==> src/rtl/tcam_entry_writer.sv <==
// FracTCAM entry writer: turns one entry-write request into a full sweep
// of LUTRAM column writes. Each cycle of the sweep presents one LUT address,
// shared by all slices, along with the match bit that every slice stores at
// that address for the selected entry column.
module tcam_entry_writer #(
  parameter  int DATA_WIDTH  = 10,
  parameter  int DEPTH       = 8,
  parameter  int SLICE_WIDTH = 5,
  localparam int SLICE_NUM   = (DATA_WIDTH + SLICE_WIDTH - 1) / SLICE_WIDTH,
  localparam int IDX_WIDTH   = (DEPTH > 1) ? $clog2(DEPTH) : 1
) (
  input  logic                   clk_i,
  input  logic                   rst_i,
  input  logic                   wr_valid_i,
  output logic                   wr_ready_o,
  input  logic [IDX_WIDTH-1:0]   wr_index_i,
  input  logic [DATA_WIDTH-1:0]  wr_key_i,
  input  logic [DATA_WIDTH-1:0]  wr_mask_i,
  input  logic                   wr_enable_i,
  output logic                   mem_wr_en_o,
  output logic [SLICE_WIDTH-1:0] mem_wr_addr_o,
  output logic [DEPTH-1:0]       mem_wr_sel_o,
  output logic [SLICE_NUM-1:0]   mem_wr_data_o,
  output logic                   wr_done_o,
  output logic                   wr_err_o
);

  // Key and mask are held zero-extended to a whole number of slices, so the
  // padding bits of the last slice behave as don't-care.
  localparam int PAD_WIDTH = SLICE_NUM * SLICE_WIDTH;

  localparam logic [0:0] IDLE  = 1'b0;
  localparam logic [0:0] WRITE = 1'b1;

  logic [0:0]             state_q,    state_d;
  logic [SLICE_WIDTH-1:0] addr_q,     addr_d;
  logic [PAD_WIDTH-1:0]   key_q,      key_d;
  logic [PAD_WIDTH-1:0]   mask_q,     mask_d;
  logic                   enable_q,   enable_d;
  logic                   in_range_q, in_range_d;
  logic                   mem_en_q,   mem_en_d;
  logic [DEPTH-1:0]       mem_sel_q,  mem_sel_d;
  logic [SLICE_NUM-1:0]   mem_data_q, mem_data_d;
  logic                   done_q,     done_d;
  logic                   err_q,      err_d;

  // A slice stores 1 at a LUT address when every cared-about key bit of
  // that slice equals the corresponding address bit.
  function automatic logic [SLICE_NUM-1:0] sliceMatch(
    input logic [SLICE_WIDTH-1:0] addr,
    input logic [PAD_WIDTH-1:0]   key,
    input logic [PAD_WIDTH-1:0]   mask,
    input logic                   enable
  );
    logic [SLICE_NUM-1:0] hit;
    hit = '0;
    for (int s = 0; s < SLICE_NUM; s++) begin
      hit[s] = enable &
               (((addr ^ key[s*SLICE_WIDTH +: SLICE_WIDTH]) &
                 mask[s*SLICE_WIDTH +: SLICE_WIDTH]) == '0);
    end
    return hit;
  endfunction

  // Indices past DEPTH only exist when DEPTH is not a power of two.
  function automatic logic indexInRange(input logic [IDX_WIDTH-1:0] idx);
    return {1'b0, idx} < (IDX_WIDTH + 1)'(DEPTH);
  endfunction

  logic                 acc_in_range;
  logic [PAD_WIDTH-1:0] acc_key;
  logic [PAD_WIDTH-1:0] acc_mask;

  assign acc_in_range = indexInRange(wr_index_i);
  assign acc_key      = PAD_WIDTH'(wr_key_i);
  assign acc_mask     = PAD_WIDTH'(wr_mask_i);

  // Ready is forced low while reset is asserted so no request slips in.
  assign wr_ready_o = (state_q == IDLE) & ~rst_i;

  // Next-state logic: latch the request in IDLE, then step the LUT address
  // once per cycle and pre-compute the registered write-port outputs.
  always_comb begin
    state_d    = state_q;
    addr_d     = addr_q;
    key_d      = key_q;
    mask_d     = mask_q;
    enable_d   = enable_q;
    in_range_d = in_range_q;
    mem_en_d   = mem_en_q;
    mem_sel_d  = mem_sel_q;
    mem_data_d = mem_data_q;
    done_d     = 1'b0;
    err_d      = 1'b0;
    case (state_q)
      IDLE: begin
        if (wr_valid_i) begin
          state_d    = WRITE;
          addr_d     = '0;
          key_d      = acc_key;
          mask_d     = acc_mask;
          enable_d   = wr_enable_i;
          in_range_d = acc_in_range;
          mem_en_d   = acc_in_range;
          mem_sel_d  = acc_in_range ? (DEPTH'(1) << wr_index_i) : '0;
          mem_data_d = acc_in_range ?
                       sliceMatch('0, acc_key, acc_mask, wr_enable_i) : '0;
        end
      end
      WRITE: begin
        if (addr_q == '1) begin
          state_d    = IDLE;
          addr_d     = '0;
          mem_en_d   = 1'b0;
          mem_sel_d  = '0;
          mem_data_d = '0;
        end else begin
          addr_d     = addr_q + 1'b1;
          mem_data_d = in_range_q ?
                       sliceMatch(addr_d, key_q, mask_q, enable_q) : '0;
          done_d     = (addr_d == '1);
          err_d      = (addr_d == '1) & ~in_range_q;
        end
      end
      default: state_d = IDLE;
    endcase
  end

  // State and output registers; reset aborts any sweep in progress.
  always_ff @(posedge clk_i) begin
    if (rst_i) begin
      state_q    <= IDLE;
      addr_q     <= '0;
      key_q      <= '0;
      mask_q     <= '0;
      enable_q   <= 1'b0;
      in_range_q <= 1'b0;
      mem_en_q   <= 1'b0;
      mem_sel_q  <= '0;
      mem_data_q <= '0;
      done_q     <= 1'b0;
      err_q      <= 1'b0;
    end else begin
      state_q    <= state_d;
      addr_q     <= addr_d;
      key_q      <= key_d;
      mask_q     <= mask_d;
      enable_q   <= enable_d;
      in_range_q <= in_range_d;
      mem_en_q   <= mem_en_d;
      mem_sel_q  <= mem_sel_d;
      mem_data_q <= mem_data_d;
      done_q     <= done_d;
      err_q      <= err_d;
    end
  end

  assign mem_wr_en_o   = mem_en_q;
  assign mem_wr_addr_o = addr_q;
  assign mem_wr_sel_o  = mem_sel_q;
  assign mem_wr_data_o = mem_data_q;
  assign wr_done_o     = done_q;
  assign wr_err_o      = err_q;

endmodule

==> config.mk <==
export PLATFORM = sky130hd
export DESIGN_NAME = tcam_entry_writer
export DESIGN_NICKNAME = d
export VERILOG_FILES = /design/src/rtl/tcam_entry_writer.sv
export SDC_FILE = /design/constraint.sdc
export NUM_CORES = 1
export LEC_CHECK = 0
export CORE_ASPECT_RATIO = 1.75
export CORE_UTILIZATION = 48
export DETAILED_ROUTE_END_ITERATION = 10
export GPL_ROUTABILITY_DRIVEN = 0
export GPL_TIMING_DRIVEN = 0
export PLACE_DENSITY = 0.79
export REMOVE_ABC_BUFFERS = 1
export SLEW_MARGIN = 20
export SYNTH_ARGS = -nofsm -noshare
export SYNTH_HDL_FRONTEND = slang
export SYNTH_SLANG_ARGS = --single-unit
==> constraint.sdc <==
create_clock -name clk_i -period 2.4 [get_ports clk_i]
set_input_delay 0.24 -clock clk_i [delete_from_list [all_inputs] [get_ports clk_i]]
set_output_delay 0.24 -clock clk_i [all_outputs]
set_load 0.02 [all_outputs]
* Word level (Yosys, flattened, before mapping)
Cells that the tools add are included.
** Cells by class
- Reduce and logical (&&, ||, !) cells :: 7
- Shifts and indexed selects :: 1
- Equality and inequality tests :: 4
- Add/subtract/negate cells :: 1
- Muxes and demuxes :: 16
- Bitwise gates (word level) :: 15
** Operators by type and width (count)
- $and 5x5->5 :: 4
- $logic_not 5->1 :: 4
- $mux 8 :: 2
- $pmux 8 s2 :: 1
- $eq 5x5->1 const B :: 2
- $mux 5 :: 2
- $pmux 5 s2 :: 1
- $xor 5x5->5 :: 2
- $shl 1x3->8 const A :: 1
- $and 1x1->1 :: 6
- $mux 2 :: 3
- $add 5x1->5 const B :: 1
- $mux 1 :: 4
- $pmux 1 s2 :: 2
- $pmux 2 s2 :: 1
- $reduce_and 2->1 :: 2
- $not 1->1 :: 3
- $reduce_or 3->1 :: 1
- $ne 2x1->1 const B :: 1
- $ne 2x2->1 const B :: 1
** Word-level totals
- Input port bits :: 27
- Flip-flop bits (word level) :: 41
- Word-level logic and storage cells :: 55
- Output and inout bits :: 19

* Depth between registers and ports, before layout
- Depth in word-level cells :: 8
- Mapped depth :: 7
- Depth with buffers taken out :: 7

* Worst setup path before layout
No wires, ideal clock.
- Path kind :: register to register
- From :: reg addr_q[0] (netlist: mem_wr_addr_o[0])
- To :: reg mem_data_q[1] (netlist: mem_wr_data_o[1])
- Path buffers :: 0
- Library setup time :: 59 ps
- Cell stages (with the launch flop) :: 7
- Data arrival time :: 1811 ps
- Required time :: 2341 ps
- Clock period less this slack :: 1870 ps
- Setup slack :: 530 ps
- Cells stage by stage :: dfxtp_1 -> ha_1 -> and3_1 -> ha_1 -> xor2_1 -> a222oi_1 -> a31o_1
** Between the ends
- Word-level cells in the longest chain between the ends :: 8
- Elaborated cells on any way between the ends :: 9
- Classes of those cells :: add/sub: 1; eq/ne: 1; mux: 3; bitwise: 3; reduce/logical: 1
** RTL lines
- start, declared :: RTL line 36 : logic [SLICE_WIDTH-1:0] addr_q, addr_d;
- start signal, assigned :: RTL line 145 : addr_q <= addr_d;
- $add 5x1->5 :: RTL line 118 : addr_d = addr_q + 1'b1;
- $xor 5x5->5 :: RTL line 59 : (((addr ^ key[s*SLICE_WIDTH +: SLICE_WIDTH]) &
- $and 5x5->5 :: RTL line 59
- $logic_not 5->1 :: RTL line 59
- $and 1x1->1 :: RTL line 58 : hit[s] = enable &
- $mux 2 :: RTL line 119 : mem_data_d = in_range_q ?
- $mux 2 * :: RTL line 111 : if (addr_q == '1) begin
- $pmux 2 s2 * :: RTL line 95 : case (state_q)
- end signal, assigned :: RTL line 152 : mem_data_q <= mem_data_d;
- end, declared :: RTL line 43 : logic [SLICE_NUM-1:0] mem_data_q, mem_data_d;
Mark *: on every way between the ends. The rest lies on a longest branch, timed or not.
A chain may end at the register's enable or synchronous reset.

* Worst setup path in the final report
- From :: reg state_q
- To :: reg mem_sel_q[6] (netlist: mem_wr_sel_o[6])
** Between the ends
- Word-level cells in the longest chain between the ends :: 3
- Elaborated cells on any way between the ends :: 5
- Classes of those cells :: eq/ne: 2; mux: 1; bitwise: 1; reduce/logical: 1
** RTL lines
- start, declared :: RTL line 35 : logic [0:0] state_q, state_d;
- start signal, assigned :: RTL line 144 : state_q <= state_d;
- $not 1->1 (no source line)
- $ne 2x2->1 (no source line)
- $reduce_and 2->1 (no source line)
- end signal, assigned :: RTL line 151 : mem_sel_q <= mem_sel_d;
- end, declared :: RTL line 42 : logic [DEPTH-1:0] mem_sel_q, mem_sel_d;
Parallel ways exist; a longest one is shown, timed or not.

==> results.ini <==
[synthesis]
synth_area_leaders=dfxtp_1 (46%), nand2_1 (9.8%), a21oi_1 (7.9%)
synth.most_common_cell=nand2_1
synth_cell_types=35
syn_avg_cell_area_um2=8.51
yosysTopAreaCell=dfxtp_1
synth_edf_count=0
synthesis.area_um2=1770
synth-seq-area-share_pct=46.4
async_flop_share_pct=0
ys_ff_latch=41
synth_common_cells=nand2_1 (46), dfxtp_1 (41), a21oi_1 (28)
synthCells=208
synth_warnings=0
synth-main-ff-cell=dfxtp_1
synth_top_area_share_pct=46.4

[timing]
fin_crit_sh_pct=84.3
rsz0062_at_grt=false
holdWs_ps=460
fin_ws_ps=378
slew_viol_final=0
finalSetupViolCount=0
finClkSkew_ps=6.90
fmax_mhz=494
maxSlewHeadroom_pct=41.2
finalHoldViolations=0
tightest_slew_ps=881
period_needed_ps=2020

[detailed_routing]
dr.first_iter.drc_count=26
vias=1590
routed_wl_mm=3.95
wire_per_inst_um=13.3
first_pass_iters=4
post-route-drc-count=0
route.antenna.remaining_nets=0
via_per_inst=5.37

[setup_path]
reg2reg_from=state_q$_SDFF_PP0_
critical_path_peak_fanout=23
cpMostUsedCell=nor2_1
r2r-end=mem_wr_sel_o[6]$_SDFFE_PP0P_
cp.arrival_ps=2180
worstSetupStartpoint=state_q$_SDFF_PP0_
reg2regPathDepth=4
rrSetupSlack_ps=380
cpMaxStageDelayCell=nand2b_1
end_kind=flip-flop
crit_type=flip-flop to flip-flop
worst_path_largest_cell_delay_ps=750
crit_family=simple AND/OR/NAND/NOR gates
crit_cells=4
crit_end=mem_wr_sel_o[6]$_SDFFE_PP0P_
cp_cell_sequence=nand2b_1, nor2_1, a32oi_1, nor2_1
cp_num_buf_inv=0
worstSetupStartpointType=flip-flop
cp.required_ps=2560

[die]
initial_utilization_pct=51.6
die_y_um=82.3
core_um2=3430
rows=28
ios=46
dieArea_um2=3940
die_w_um=47.9

[clock_tree]
cts_sinks=41
holdBufCountCts=0
cts_resized=0
clk_latency_ps=290
cts-htree-levels=2
cts_root_buf=clkbuf_8
post-cts-setup-buffers=0
numCtsBuffers=5
clkSlewWorstSetupHoldPaths_ps=80
cts_tree=done
cts.path.max_buffers=2

[cells_and_area]
syn2layout_area_growth_pct=32.4
nets=280
antenna_cells=0
layout-drive-gt1-share_pct=5.98
final_core_util_pct=68.3
fillers=317
stdcell_count=296

[global_route]
antenna_found_initial=0
grt_overflow=0
grt_pass1_wl_mm=6.27
grt_pass1_vias=1405
grt_max_degree=40
grt_usage_pct=22.4

[power_and_ir_drop]
p_per_area_nw_per_um2=640
vdd_drop_max_mv=0.779
p_leak_nw=0.883

[flow_run]
cap_violations=0

[placed_design]
dp_slack_ps=137
numPortBuffers=45
placedCellCount=288
dp_hpwl_mm=2.85

[worst_hold_path]
worstHoldStart=mask_q[6]$_SDFFE_PP0P_
hold_path.class=flip-flop to flip-flop

[outcome]
status=completed

==> routing by layer <==
layer	vias to the layer above	track usage, %	wire length [µm]
met5	-	0	0
met4	0	10.8	87
met1	737	25.6	1590
met2	47	37.7	2070
li1	799	-	-
met3	7	4.57	197
==> stage by stage <==
| stage | power (W) | cell area, µm² | setup TNS [ps] |
|---|---|---|---|
| after floorplan | 0.000847 | 1710 | 0 |
| after global placement | 0.000949 | 2220 | -17260 |
| after detailed placement | 0.000954 | 2230 | 0 |
| after CTS | 0.00151 | 2340 | 0 |
| after global routing | 0.00156 | 2340 | 0 |
| final | 0.00150 | 2340 | 0 |
==> worst reg2reg max path, cell delays in order, from the launching register on <==
cell and delay, ps:
dfxtp_1 590, nand2b_1 750, nor2_1 240, a32oi_1 250, nor2_1 60
==> cells in the final DEF (no fill, tap or decap), types with 2 or more instances in the layout <==
master           instances
a21oi_1                 28
a222oi_1                 2
a22oi_1                  9
a32oi_1                  4
clkbuf_8                 6
clkdlybuf4s50_1         44
dfxtp_1                 41
ha_1                     3
inv_1                    2
nand2_1                 46
nand2b_1                 4
nand4_1                  4
nor2_1                  22
nor2b_1                  2
nor3b_1                  3
o22ai_1                  2
xnor2_1                  4
xor2_1                   5
==> worst min-delay path by stage <==
stage / end / cells after the start
after floorplan: enable_q$_SDFFE_PP0P_ / 1
after global placement: mask_q[2]$_SDFFE_PP0P_ / 2
after detailed placement: mask_q[9]$_SDFFE_PP0P_ / 2
after CTS: mask_q[9]$_SDFFE_PP0P_ / 2
after global routing: wr_err_o$_SDFF_PP0_ / 1
final: mask_q[6]$_SDFFE_PP0P_ / 2
==> logic make-up (layout without fill, tap and decap cells) <==
family | Yosys count | count (layout) | synth area share [%]
AOI/OAI and AO/OA | 50 | 50 | 17.8
xor gates and xnor gates | 11 | 11 | 6.71
adders and majority gates | 3 | 3 | 2.12
buffers and inverters | 13 | 56 | 3.67
DFF | 41 | 41 | 46.4
muxes | 2 | 2 | 1.41
and+or+nand+nor | 88 | 88 | 21.9
==> report_power, final <==
part | internal [W] | leakage [nW] | total (W) | switching (W)
sequential | 0.000712 | 0.335 | 0.000737 | 0.0000254
combinational | 0.0000994 | 0.490 | 0.000201 | 0.000102
clock | 0.000339 | 0.0585 | 0.000563 | 0.000224
total | 0.00115 | 0.883 | 0.00150 | 0.000351
==> sequential cells by signal (all words and copies together) (netlist names) <==
register       flops
wr_err_o           1
mem_wr_data_o      2
in_range_q         1
enable_q           1
mem_wr_addr_o      5
mem_wr_sel_o       8
mask_q            10
mem_wr_en_o        1
key_q             10
state_q            1
wr_done_o          1
==> final cells by class <==
class	count	area, µm²	area share (%)
Clock buffer	7	86.3	3.68
Sequential cell	41	821	35.0
Clock inverter	1	30.0	1.28
Inverter	2	7.51	0.320
Multi-Input combinational cell	154	887	37.8
Timing Repair Buffer	46	457	19.5
Tap cell	45	56.3	2.40
Note: power is estimated with default switching activity, not from simulation.
